### config.mk
export PLATFORM = sky130hd
export DESIGN_NAME = seq_divider
export DESIGN_NICKNAME = d
export VERILOG_FILES = /design/src/rtl/seq_divider_pkg.sv /design/src/rtl/seq_divider_div_step.sv /design/src/rtl/seq_divider.sv
export SDC_FILE = /design/constraint.sdc
export NUM_CORES = 1
export LEC_CHECK = 0
export ABC_CLOCK_PERIOD_IN_PS = 2100
export BUFFER_PORTS_ARGS = -buffer_cell sky130_fd_sc_hd__buf_2
export CAP_MARGIN = 30
export CORE_MARGIN = 3
export CORE_UTILIZATION = 56
export CTS_BUF_LIST = sky130_fd_sc_hd__clkbuf_4 sky130_fd_sc_hd__clkbuf_8 sky130_fd_sc_hd__clkbuf_16
export DETAILED_ROUTE_END_ITERATION = 10
export GPL_ROUTABILITY_DRIVEN = 0
export MAX_ROUTING_LAYER = met4
export PLACE_DENSITY = 0.78
export SYNTH_ARGS = -nofsm -noshare
export SYNTH_HDL_FRONTEND = slang
export SYNTH_SLANG_ARGS = --single-unit
### constraint.sdc
create_clock -name clk -period 2.1 [get_ports clk]
set_input_delay 0.21 -clock clk [delete_from_list [all_inputs] [get_ports clk]]
set_output_delay 0.21 -clock clk [all_outputs]
set_load 0.01 [all_outputs]
### src/rtl/seq_divider_pkg.sv
// seq_divider_pkg: shared definitions for the Digital_II arithmetic set.
// Holds the divider FSM encoding and the width helpers that the divider
// and the combinational multiplier both derive their port widths from.
package seq_divider_pkg;

  // Divider control states: waiting, shifting one bit per clock, publishing.
  typedef enum logic [1:0] {
    IDLE   = 2'd0,
    RUN    = 2'd1,
    FINISH = 2'd2
  } state_t;

  // DW: double width, i.e. the multiplier product / divider dividend width.
  function automatic int dw_of(input int nBits);
    return 2 * nBits;
  endfunction

  // CW: bit counter width, wide enough to hold every value 0 .. DW.
  function automatic int cw_of(input int nBits);
    return $clog2(2 * nBits + 1);
  endfunction

endpackage

### src/rtl/seq_divider_div_step.sv
// seq_divider_div_step: one combinational restoring-division step.
// Shifts the next dividend bit into the partial remainder, then subtracts
// the divisor when it fits and reports the resulting quotient bit.
module seq_divider_div_step
  import seq_divider_pkg::*;
#(
  parameter int N_BITS = 4
) (
  input  logic [N_BITS:0]   partialRem_i,
  input  logic              bit_i,
  input  logic [N_BITS-1:0] divisor_i,
  output logic [N_BITS:0]   partialRem_o,
  output logic              qBit_o
);

  logic [N_BITS:0] remTmp;
  logic [N_BITS:0] divisorExt;
  logic            overflow;
  logic            fits;

  // Trial subtraction. The partial remainder always stays below the divisor,
  // so its top bit is normally 0; if it were ever set, the shifted value would
  // already exceed any N_BITS divisor, so it is treated as "fits" outright.
  always_comb begin
    remTmp       = {partialRem_i[N_BITS-1:0], bit_i};
    divisorExt   = {1'b0, divisor_i};
    overflow     = partialRem_i[N_BITS];
    fits         = overflow | (remTmp >= divisorExt);
    qBit_o       = fits;
    partialRem_o = remTmp;
    if (fits) begin
      partialRem_o = remTmp - divisorExt;
    end
  end

endmodule

### src/rtl/seq_divider.sv
// seq_divider: sequential restoring divider, the inverse of the N_BITS x
// N_BITS multiplier. Divides a 2*N_BITS dividend by an N_BITS divisor, one
// quotient bit per clock, behind a start/busy/done handshake. Results live in
// their own output registers and only change on the done cycle.
module seq_divider
  import seq_divider_pkg::*;
#(
  parameter int N_BITS = 4
) (
  input  logic                    clk,
  input  logic                    rst,
  input  logic                    start,
  input  logic [2*N_BITS-1:0]     dividend,
  input  logic [N_BITS-1:0]       divisor,
  output logic [2*N_BITS-1:0]     quotient,
  output logic [N_BITS-1:0]       remainder,
  output logic                    busy,
  output logic                    done,
  output logic                    div_by_zero
);

  localparam int DW = dw_of(N_BITS);
  localparam int CW = cw_of(N_BITS);
  localparam logic [CW-1:0] LAST_STEP = CW'(DW - 1);

  // Control state
  state_t state_q, state_d;
  logic [CW-1:0] stepCnt_q, stepCnt_d;

  // Working registers for the operation in flight
  logic [DW-1:0]     dividendShift_q, dividendShift_d;
  logic [N_BITS-1:0] divisor_q, divisor_d;
  logic [N_BITS:0]   partialRem_q, partialRem_d;
  logic [DW-1:0]     workQuot_q, workQuot_d;

  // Published results
  logic [DW-1:0]     quotient_q, quotient_d;
  logic [N_BITS-1:0] remainder_q, remainder_d;
  logic              divByZero_q, divByZero_d;
  logic              done_q, done_d;

  // Datapath for the current step
  logic [N_BITS:0] stepRem;
  logic            stepQBit;

  seq_divider_div_step #(
    .N_BITS (N_BITS)
  ) uStep (
    .partialRem_i (partialRem_q),
    .bit_i        (dividendShift_q[DW-1]),
    .divisor_i    (divisor_q),
    .partialRem_o (stepRem),
    .qBit_o       (stepQBit)
  );

  // State and datapath registers; reset aborts any operation without a done.
  always_ff @(posedge clk or posedge rst) begin
    if (rst) begin
      state_q         <= IDLE;
      stepCnt_q       <= '0;
      dividendShift_q <= '0;
      divisor_q       <= '0;
      partialRem_q    <= '0;
      workQuot_q      <= '0;
      quotient_q      <= '0;
      remainder_q     <= '0;
      divByZero_q     <= 1'b0;
      done_q          <= 1'b0;
    end else begin
      state_q         <= state_d;
      stepCnt_q       <= stepCnt_d;
      dividendShift_q <= dividendShift_d;
      divisor_q       <= divisor_d;
      partialRem_q    <= partialRem_d;
      workQuot_q      <= workQuot_d;
      quotient_q      <= quotient_d;
      remainder_q     <= remainder_d;
      divByZero_q     <= divByZero_d;
      done_q          <= done_d;
    end
  end

  // Next-state and datapath control: capture in IDLE, shift in RUN, publish in FINISH.
  always_comb begin
    state_d         = state_q;
    stepCnt_d       = stepCnt_q;
    dividendShift_d = dividendShift_q;
    divisor_d       = divisor_q;
    partialRem_d    = partialRem_q;
    workQuot_d      = workQuot_q;
    quotient_d      = quotient_q;
    remainder_d     = remainder_q;
    divByZero_d     = divByZero_q;
    done_d          = 1'b0;

    case (state_q)
      IDLE: begin
        if (start) begin
          dividendShift_d = dividend;
          divisor_d       = divisor;
          partialRem_d    = '0;
          workQuot_d      = '0;
          stepCnt_d       = '0;
          if (divisor == '0) begin
            state_d = FINISH;
          end else begin
            state_d = RUN;
          end
        end
      end

      RUN: begin
        partialRem_d    = stepRem;
        workQuot_d      = {workQuot_q[DW-2:0], stepQBit};
        dividendShift_d = {dividendShift_q[DW-2:0], 1'b0};
        stepCnt_d       = stepCnt_q + 1'b1;
        if (stepCnt_q == LAST_STEP) begin
          state_d = FINISH;
        end
      end

      FINISH: begin
        if (divisor_q == '0) begin
          quotient_d  = '1;
          remainder_d = dividendShift_q[N_BITS-1:0];
          divByZero_d = 1'b1;
        end else begin
          quotient_d  = workQuot_q;
          remainder_d = partialRem_q[N_BITS-1:0];
          divByZero_d = 1'b0;
        end
        done_d  = 1'b1;
        state_d = IDLE;
      end

      default: begin
        state_d = IDLE;
      end
    endcase
  end

  assign busy        = (state_q != IDLE);
  assign done        = done_q;
  assign quotient    = quotient_q;
  assign remainder   = remainder_q;
  assign div_by_zero = divByZero_q;

endmodule

==> run summary <==
Worst Path Max Fanout = 6
first-pass iteration count of the detailed router = 6
share of the synthesized area in the top cell type = 54.2%
max-slew violations = 0
filler cell count = 263
CP Data Arrival Time = 2.13 ns
clk root buf = clkbuf_8
unrepaired setup endpoints after global routing = false
first-pass GRT wire length = 7360 µm
WS Path Type = reg2reg
post-DR wirelength/cell = 15.1 µm
fin util = 69.3%
Mapped Cells = 200
core box area = 3440 µm²
Max Fclk = 0.513 GHz
syn nets = 221
largest cells by area after synthesis = dfrtp_1 54%, o21ai_0 7.9%, nand2_1 5.8%
port bufs = 29
min Tclk post-route = 1.95 ns
CTS buffer count = 5
Die Span Y = 66.9 µm
proportion of layout cells with a drive suffix above 1 = 23.0%
crit-path cells = inv_1 -> ha_1 -> nor2b_4 -> o31a_4 -> or2_4 -> a221o_1
CP top delay family = compound AO/OA/AOI/OAI gates
Hold Buf Count CTS = 0
CP Launch Type = register
Netlist cell types = 36
status = finished clean
worst slew pin tran = 0.549 ns
leading cell types by count after synthesis = 45 x dfrtp_1, 33 x o21ai_0, 32 x nand2_1
1st-iter DRT viols = 133
Crit. End Element = register
vias in the first global route = 1607
sequential cell area fraction in the yosys report = 54.2%
CTS tree = built
Yosys top cell by area = dfrtp_1
# rows = 21
Max-Cap Viols = 0
area grow syn2layout = 14.8%
GRT overflow = 0
#FFs+latches synth = 45
Slew Limit Headroom = 63.4%
EDFF count, synth = 0
Max clock buf depth = 2
setup TNS = 0 ns
most instantiated library cell after synthesis = dfrtp_1
Final Hold Viols = 0
most common flop cell mapped by yosys = dfrtp_1
Post-Syn Area = 2080 µm²
initial core utilization = 60.4%
synthesis warning total = 0
DRC errors left = 0
H-tree depth = 2
CP bufs+invs = 1
Top Ports = 30
DP HPWL = 3150 µm
die area = 4480 µm²
drt total wl = 4240 µm
maximum vdd drop = 0.842 mV
initial antenna violation count = 0
Die X = 66.9 µm
period utilisation layout = 92.8%
Worst EP required = 2.28 ns
diode count = 0
Clk Latency, worst-skew pair = 0.30 ns
Clock Sinks = 45
DR vias/cell = 5.73
Clock Skew = 0.00406 ns
post-CTS setup buffers = 0
Final nets = 255
DR vias = 1609
max incr delay on CP = 0.43 ns
slowest stage cell on the critical path = dfrtp_1
PostCTS Resize Cnt = 0
largest net degree at the start of global routing = 46
hold_ws = 0.0428 ns
post-route ant nets = 0
Pwr Density = 1650 nW/µm²
leakage = 1.15 nW
share of flip-flops with an asynchronous set or reset = 100%
Final setup viols = 0
clk slew on worst S/H paths = 0.08 ns
gr usage total = 22.7%
worst hold path type = in2async
Final Power = 3.95 mW
Avg Synthesized Cell Area = 10.4 µm²
## registers in the layout (all words and copies together), names as in the netlist
name             count
div_by_zero          1
done                 1
remainder            4
state_q              2
stepCnt_q            4
quotient             8
dividendShift_q      8
partialRem_q         5
divisor_q            4
workQuot_q           8
## worst reg2reg max path: stages (launching register included)
cell     delay, ns
dfrtp_1       0.43
inv_1         0.09
ha_1          0.32
nor2b_4       0.14
o31a_4        0.30
or2_4         0.26
a221o_1       0.29
## path summary, 6_finish.rpt
path,start,endpoint,cells after the start,slack [ns]
max reg2reg,divisor_q[1],partialRem_q[2],6,0.15
max in group asynchronous,rst,partialRem_q[1],3,1.68
min,rst,divisor_q[2],3,0.04
min in group clk,dividend[0],dividendShift_q[0],2,0.13
min reg2reg,quotient[6],quotient[6],2,0.48
max,divisor_q[1],partialRem_q[2],6,0.15
## placed cells by master, fill, tap and decap left out, types with 3 or more instances in the layout
| cell | instances |
|---|---|
| clkbuf_8 | 5 |
| dfrtp_1 | 45 |
| buf_2 | 29 |
| nand2b_1 | 3 |
| a22o_1 | 9 |
| ha_1 | 5 |
| mux2i_1 | 11 |
| inv_1 | 9 |
| buf_4 | 7 |
| nand2_1 | 32 |
| nor2_1 | 15 |
| o21ai_0 | 33 |
## area by class of cell
class,instances,area [µm²],area share [%]
Clock buffer,7,83.8,3.51
Timing Repair Buffer,36,198,8.29
Clock inverter,1,7.51,0.315
Sequential cell,45,1130,47.2
Multi-Input combinational cell,137,880,36.9
Inverter,9,33.8,1.42
Tap cell,46,57.6,2.41
## layer usage
layer | part of all wire (%) | GRT usage [%]
met5 | 0 | -
met4 | 2.2 | 9.11
met3 | 5.1 | 5.73
met2 | 52 | 37.1
met1 | 41 | 27.0
## metrics by stage
| step | area, µm² | std cells | setup slack (ns) |
|---|---|---|---|
| after CTS | 2390 | 281 | 0.139 |
| after floorplan | 2080 | 200 | 0.268 |
| after global placement | 2290 | 273 | 0.227 |
| after global routing | 2390 | 281 | 0.0751 |
| after detailed placement | 2290 | 273 | 0.158 |
| final | 2390 | 281 | 0.152 |
## cells by family (layout without fill, tap and decap cells)
family,after synthesis,count (layout),share of synthesized area [%]
compound gates,55,55,16.9
buf+inv,18,53,3.67
flops,45,45,54.2
mux,13,13,6.38
simple gates,62,62,14.5
xor+xnor,1,1,0.422
fa+ha+maj,6,6,3.97
## report_power, final
group | total [mW] | switching [mW] | internal, mW
clock | 0.546 | 0.285 | 0.261
sequential | 1.54 | 0.301 | 1.24
combinational | 1.86 | 1.02 | 0.837
No activity file was read; power rests on OpenSTA's default activity.
